==> src/rtl/rr_pkg.sv <==
// Shared round-robin definitions: default sizes and the queue-pointer width helper.
// Both the dispatch (writer) side and the round-robin reader side use this package.
package rr_pkg;

  localparam int RR_QUEUE_QUANTITY = 4;
  localparam int RR_DATA_BITS      = 8;
  localparam int RR_STALL_CNT_BITS = 16;

  // Pointer width for n queues (clog2, never less than 1 bit).
  function automatic int ptr_w(input int n);
    int w;
    w = 1;
    while ((1 << w) < n) w = w + 1;
    return w;
  endfunction

endpackage

==> src/rtl/rr_pick.sv <==
// Rotating-priority search: first non-full queue starting at ptr, wrapping at N-1.
// Purely combinational.
module rr_pick
  import rr_pkg::*;
#(
  parameter int N  = RR_QUEUE_QUANTITY,
  parameter int PW = ptr_w(RR_QUEUE_QUANTITY)
) (
  input  logic [PW-1:0] ptr,
  input  logic [N-1:0]  buf_full,
  output logic [PW-1:0] sel,
  output logic          found
);

  int idx;

  // Walk from the farthest candidate back to ptr so the nearest free queue wins last.
  always_comb begin
    sel   = ptr;
    found = ~(&buf_full);
    idx   = 0;
    for (int k = N - 1; k >= 0; k--) begin
      idx = int'(ptr) + k;
      if (idx >= N) idx = idx - N;
      if (!buf_full[idx]) sel = PW'(idx);
    end
  end

endmodule

==> src/rtl/rr_dispatch.sv <==
// Round-robin dispatcher: one-entry holding register feeding N destination FIFOs,
// rotating start pointer, stall indication and a saturating stall-cycle counter.
module rr_dispatch
  import rr_pkg::*;
#(
  parameter int QUEUE_QUANTITY = RR_QUEUE_QUANTITY,
  parameter int DATA_BITS      = RR_DATA_BITS,
  parameter int STALL_CNT_BITS = RR_STALL_CNT_BITS
) (
  input  logic                                 clk,
  input  logic                                 rst,
  input  logic                                 enb,
  input  logic                                 in_valid,
  input  logic [DATA_BITS-1:0]                 in_data,
  output logic                                 in_ready,
  input  logic [QUEUE_QUANTITY-1:0]            buf_full,
  output logic [QUEUE_QUANTITY-1:0]            push,
  output logic [DATA_BITS-1:0]                 push_data,
  output logic [ptr_w(QUEUE_QUANTITY)-1:0]     dest,
  output logic                                 stall,
  output logic [STALL_CNT_BITS-1:0]            stall_cycles
);

  localparam int PW = ptr_w(QUEUE_QUANTITY);

  logic                      held_q, held_d;
  logic [DATA_BITS-1:0]      data_q, data_d;
  logic [PW-1:0]             ptr_q, ptr_d;
  logic [STALL_CNT_BITS-1:0] stall_cnt_q, stall_cnt_d;

  logic [PW-1:0] sel;
  logic          found;
  logic          fire;
  logic          accept;

  function automatic logic [STALL_CNT_BITS-1:0] sat_inc(input logic [STALL_CNT_BITS-1:0] v);
    return (&v) ? v : v + 1'b1;
  endfunction

  rr_pick #(
    .N  (QUEUE_QUANTITY),
    .PW (PW)
  ) u_pick (
    .ptr      (ptr_q),
    .buf_full (buf_full),
    .sel      (sel),
    .found    (found)
  );

  // Handshake, push strobes and next-state; every output is forced quiet while rst is high.
  always_comb begin
    fire        = held_q & enb & found & ~rst;
    in_ready    = (~held_q | fire) & ~rst;
    accept      = in_valid & in_ready;
    stall       = held_q & enb & ~found & ~rst;

    push        = '0;
    if (fire) push[sel] = 1'b1;
    push_data   = data_q;
    dest        = rst ? '0 : (fire ? sel : ptr_q);

    held_d      = accept | (held_q & ~fire);
    data_d      = accept ? in_data : data_q;
    ptr_d       = ptr_q;
    if (fire) ptr_d = (sel == PW'(QUEUE_QUANTITY - 1)) ? '0 : sel + 1'b1;
    stall_cnt_d = stall ? sat_inc(stall_cnt_q) : stall_cnt_q;

    stall_cycles = stall_cnt_q;
  end

  // Control state with synchronous reset; a held word is simply dropped on reset.
  always_ff @(posedge clk) begin
    if (rst) begin
      held_q      <= 1'b0;
      ptr_q       <= '0;
      stall_cnt_q <= '0;
    end else begin
      held_q      <= held_d;
      ptr_q       <= ptr_d;
      stall_cnt_q <= stall_cnt_d;
    end
  end

  // Holding data register; only meaningful while held_q is set, so it carries no reset.
  always_ff @(posedge clk) begin
    data_q <= data_d;
  end

endmodule

==> config.mk <==
export PLATFORM = sky130hd
export DESIGN_NAME = rr_dispatch
export DESIGN_NICKNAME = d
export VERILOG_FILES = /design/src/rtl/rr_pkg.sv /design/src/rtl/rr_pick.sv /design/src/rtl/rr_dispatch.sv
export SDC_FILE = /design/constraint.sdc
export NUM_CORES = 1
export LEC_CHECK = 0
export BUFFER_PORTS_ARGS = -buffer_cell sky130_fd_sc_hd__buf_4
export CORE_MARGIN = 8
export CORE_UTILIZATION = 50
export DETAILED_ROUTE_END_ITERATION = 8
export GPL_TIMING_DRIVEN = 0
export MAX_ROUTING_LAYER = met4
export PLACE_DENSITY = 0.9
export SLEW_MARGIN = 40
export SYNTH_ARGS = -nofsm -noshare
export SYNTH_HDL_FRONTEND = slang
export SYNTH_SLANG_ARGS = --single-unit
==> constraint.sdc <==
create_clock -name clk -period 2.09 [get_ports clk]
set_input_delay 0.3135 -clock clk [delete_from_list [all_inputs] [get_ports clk]]
set_output_delay 0.3135 -clock clk [all_outputs]
set_load 0.005 [all_outputs]
### Word level (Yosys, flattened, before mapping)

Index checks and enable logic that the tools add are counted.

* $add $sub $neg: 9
* order comparisons: 10
* equal/unequal tests: 1
* multiplexer cells: 26
* bitwise operators: 15
* reduce and logical (&&, ||, !) cells: 4

Operators by type and width (count)
* 32-bit by 4-bit less-than comparator with 1-bit output (second input constant): 4
* 32-bit 2-to-1 mux: 4
* 32-bit by 4-bit greater-or-equal comparator with 1-bit output (second input constant): 3
* 32-bit by 4-bit subtractor with 32-bit output (second input constant): 3
* 16-bit by 1-bit adder with 16-bit output (second input constant): 1
* 16-bit AND reduction: 1
* 2-bit 2-to-1 mux: 7
* 1-bit 2-to-1 mux: 9
* 1-bit AND: 8
* 1-bit binary-select mux with 2-bit select: 4
* 2-bit by 2-bit adder with 3-bit output (second input constant): 2
* 1-bit inverter: 5
* 4-bit 2-to-1 mux: 1
* 4-bit AND reduction: 1
* 2-bit by 3-bit subtractor with 4-bit output (second input constant): 1
* 2-bit by 1-bit adder with 3-bit output (second input constant): 1
* 2-bit by 3-bit greater-or-equal comparator with 1-bit output (second input constant): 1
* 2-bit by 3-bit less-than comparator with 1-bit output (second input constant): 1
* 2-bit by 1-bit adder with 2-bit output (second input constant): 1
* 1-bit demux with 2-bit select: 1
* 2-bit equality test (second input constant): 1
* 2-bit by 1-bit greater-or-equal comparator with 1-bit output (second input constant): 1
* 1-bit OR: 2
* 2-bit AND reduction: 1
* 1-bit logical AND: 1

* register bits: 27

### Depth between registers and ports, before layout

* depth in word-level cells: 15
* mapped depth: 6
* gate-level depth less buffers: 6

### Modules after synthesis

Synthesis repeated with hierarchy kept, for this count alone.

* cell total of the unflattened synthesis: 153
* area total of the unflattened synthesis: 1410.1 um^2

By module, submodules not included
* rr_dispatch: instances 1, cells an instance 138, area an instance 1322.5 um^2, seq. area each 620.6 um^2
* rr_pick: instances 1, cells an instance 15, area an instance 87.6 um^2, seq. area each 0.0 um^2

### Least setup slack after synthesis

No wires, ideal clock.

* kind: register to register
* from: register stall_cnt_q[7], in the netlist stall_cycles[7]
* to: register stall_cnt_q[14], in the netlist stall_cycles[14]
* setup time: 0.121 ns
* arrival: 1.694 ns
* required time: 1.969 ns
* path slack: 0.276 ns
* stages on the path, launching flop included: 5
* buffers on the path: 0
* cell sequence: dfxtp_1 -> nand4_4 -> or3_2 -> nor4_1 -> mux2_2

* longest elaborated chain between the ends: 3
* elaborated cells between the ends (all ways): 4
* classes of those cells: 1 x add/sub; 1 x bitwise; 2 x reduce/logical

Ends and longest elaborated chain
* start: declaration: RTL line rr_dispatch.sv:29 `logic [STALL_CNT_BITS-1:0] stall_cnt_q, stall_cnt_d;`
* start signal: assignment: RTL line rr_dispatch.sv:80 `stall_cnt_q <= stall_cnt_d;`
* branches (longest 3 deep; another with 16-bit by 1-bit adder with 16-bit output)

Parallel ways; which one is timed is not known.
A chain may end at the register's enable or synchronous reset.

### Final worst setup path

* from: register ptr_q[1]
* to: output dest[0]

* longest elaborated chain between the ends: 12
* elaborated cells between the ends (all ways): 33
* classes of those cells: 7 x add/sub; 4 x order compare; 22 x mux

Ends and longest elaborated chain
* start: declaration: RTL line rr_dispatch.sv:28 `logic [PW-1:0] ptr_q, ptr_d;`
* start signal: assignment: RTL line rr_dispatch.sv:79 `ptr_q <= ptr_d;`
* 2-bit by 2-bit adder with 3-bit output: RTL line rr_pick.sv:23 `idx = int'(ptr) + k;`
* 32-bit by 4-bit subtractor with 32-bit output / 32-bit by 4-bit greater-or-equal comparator with 1-bit output (equally long branches): RTL line rr_pick.sv:24 `if (idx >= N) idx = idx - N;`
* 32-bit 2-to-1 mux: RTL line rr_pick.sv:24
* 1-bit binary-select mux with 2-bit select: RTL line rr_pick.sv:25 `if (!buf_full[idx]) sel = PW'(idx);`
* 1-bit 2-to-1 mux (implied by the code) (2 in series): RTL line rr_pick.sv:25
* 2-bit 2-to-1 mux (3 in series): RTL line rr_pick.sv:25
* 2-bit 2-to-1 mux *: RTL line rr_pick.sv:25
* 2-bit 2-to-1 mux * (2 in series): RTL line rr_dispatch.sv:60 `dest = rst ? '0 : (fire ? sel : ptr_q);`
* end: declaration: RTL line rr_dispatch.sv:19 `output logic [ptr_w(QUEUE_QUANTITY)-1:0] dest,`

Mark *: on every way between the ends. The rest lies on a longest branch, timed or not. The select of a mux whose other input is x is not followed.

==> flow_summary.json <==
{
  "syn_nets": 171,
  "cts_sinks": 27,
  "dp_hpwl_mm": 3.00,
  "crit_fanout": 6,
  "first_pass_iters": 4,
  "post-route-period-util": 1.03,
  "setup_violations": 1,
  "synth_area_per_cell_um2": 9.68,
  "fin_nets": 229,
  "core_um2": 2760,
  "vias": 1457,
  "synthArstFlopShare": 0,
  "worstPathRequired_ns": 1.78,
  "htreeDepth": 1,
  "die_area_um2": 4880,
  "synthTopCellsByArea": "dfxtp_1 26%, edfxtp_1 17%, a21oi_1 4.8%",
  "rsz0062_at_grt": "true",
  "slew_viol_final": 0,
  "ys_types": 42,
  "vias_per_cell": 6.12,
  "start_util": 0.526,
  "status": "complete, but fails checks",
  "fmax_ghz": 0.465,
  "netlist.area_leader.share": 0.262,
  "antenna_left": 0,
  "routed_wl_mm": 4.15,
  "rows": 19,
  "clk_latency_ns": 0.32,
  "hp-class": "in2reg",
  "postSynthCellCount": 150,
  "grt_usage": 0.166,
  "seq_area_frac_synth": 0.428,
  "synth_seq_cells": 27,
  "synth_area_um2": 1450,
  "worst_pin_slew_ns": 0.669,
  "grt_pass1_vias": 1478,
  "diodes": 0,
  "cts-root-to-sink-buffers": 2,
  "leakage_nw": 0.827,
  "worstSetupPathType": "reg2out",
  "setup_tns_ns": -0.0597,
  "synth_ff_type": "dfxtp_1",
  "setup_slack_ns": -0.0597,
  "cts_hold_buf": 0,
  "final_util": 0.717,
  "cts_buffers": 3,
  "arrival_ns": 1.84,
  "gp_congestion": 0.909,
  "drc": 0,
  "synth.most_common_cell": "dfxtp_1",
  "wl_per_cell_um": 17.4,
  "crit_path_start_kind": "flop",
  "synth_edf_count": 8,
  "die_y_um": 69.9,
  "gr-total-overflow": 0,
  "portBuffers": 47,
  "worstSetupEndpointType": "output pin",
  "die_w_um": 69.9,
  "r2r_slack_ns": 0.10,
  "yosys-top-cells-count": "19 x dfxtp_1, 14 x a21oi_1, 10 x inv_1, 10 x nand2_1, 9 x o31ai_1",
  "clk_pin_slew_worst_paths_ns": 0.14,
  "layout_min_cycle_time_ns": 2.15,
  "max_cap_violations": 0,
  "ys_warn_count": 0,
  "root_buffer": "clkbuf_4",
  "antenna_found_initial": 0,
  "drive_gt1_frac": 0.411,
  "violations": "negative setup slack",
  "synth_top_area_cell": "dfxtp_1",
  "io_pins": 48,
  "cts_tree": "built",
  "finClkSkew_ns": 0.00405,
  "drtIter0Drc": 105,
  "worst_ir_drop_vdd_v": 0.000369,
  "num-fill-cells": 205,
  "area_growth_pct": 36.2,
  "slew_headroom": 0.551,
  "grt_max_degree": 16,
  "grt_pass1_wl_mm": 6.82,
  "finalHoldViolCount": 0,
  "p_per_area_nw_per_um2": 455,
  "finalPower_mw": 0.900
}
-- report_power, final --
group          total, mW  internal (mW)  switching, mW
combinational      0.120         0.0600         0.0595
sequential         0.554          0.549        0.00549
clock              0.226         0.0718          0.154
-- stage by stage --
stage | instance area [um^2] | hold WS [ns] | cells | worst slack (ns)
2_1_floorplan | 1450 | 0.412 | 150 | 0.276
3_3_place_gp | 1840 | 0.480 | 228 | 0.139
3_5_place_dp | 1840 | 0.495 | 228 | 0.0530
4_1_cts | 1930 | 0.146 | 236 | 0.00178
5_1_grt | 1980 | 0.126 | 238 | -0.157
6_report | 1980 | 0.152 | 238 | -0.0597
-- state kept, by name, indices dropped and copies added, names as in the netlist --
| register | count |
|---|---|
| stall_cycles | 16 |
| push_data | 8 |
| ptr_q | 2 |
| held_q | 1 |
-- kinds of logic (layout without fill, tap and decap cells) --
logic type      after synthesis  after routing  share of synthesized area
buf+inv                      15             72                     0.0543
mux                           4              4                     0.0302
flops                        27             27                      0.428
simple gates                 59             59                      0.266
fa+ha+maj                     5              5                     0.0431
compound gates               40             40                      0.178
-- placed cells by master (no fill, tap or decap), types with 3 or more instances in the layout --
cell and count:
a21oi_1 14, and3_1 4, buf_4 53, clkbuf_4 3, dfxtp_1 16, edfxtp_1 8, ha_1 4, inv_1 9
mux2_2 3, nand2_1 9, nand3_1 4, nand4_1 4, nor2_1 5, nor2b_1 3, o21ai_0 6, o31ai_1 9
or4_1 8
-- area by class of cell --
type / count / area [um^2] / area share
Clock buffer: 3 / 22.5 / 0.0114
Inverter: 10 / 37.5 / 0.0190
Clock inverter: 1 / 5.00 / 0.00253
Sequential cell: 27 / 629 / 0.318
Tap cell: 31 / 38.8 / 0.0196
Buffer: 5 / 41.3 / 0.0209
Multi-Input combinational cell: 108 / 801 / 0.405
Timing Repair Buffer: 53 / 402 / 0.203
-- layer usage --
metal,wire [um],track usage,share of wire,up-vias
li1,-,-,-,699
met1,1640,0.184,0.40,692
met3,263,0.0339,0.063,8
met5,0,-,0,-
met2,2200,0.296,0.53,58
met4,46,0.0379,0.011,0
-- path summary, 6_finish.rpt --
kind                                 start                       endpoint  cells after the start
max                  ptr_q[1]$_SDFFE_PP0P_                        dest[0]                      6
min                             in_data[4]         push_data[4]$_DFFE_PP_                      1
max reg2reg   stall_cycles[7]$_SDFFE_PP0P_  stall_cycles[14]$_SDFFE_PP0P_                      4
min reg2reg  stall_cycles[15]$_SDFFE_PP0P_  stall_cycles[15]$_SDFFE_PP0P_                      2
-- critical path: stages, from the launching register on --
cell and delay, ns:
dfxtp_4 0.39, a211o_1 0.29, a32oi_2 0.21, inv_2 0.08, buf_4 0.13, o21ai_0 0.24
buf_4 0.17
-- repair_timing --
action,in CTS,in global routing
pin swaps,2,1
gates resized for setup,10,7
endpoints found under the setup margin,5,5
hold endpoints to repair,0,0
buffers inserted,4,2
(Power assumes the default switching activity.)
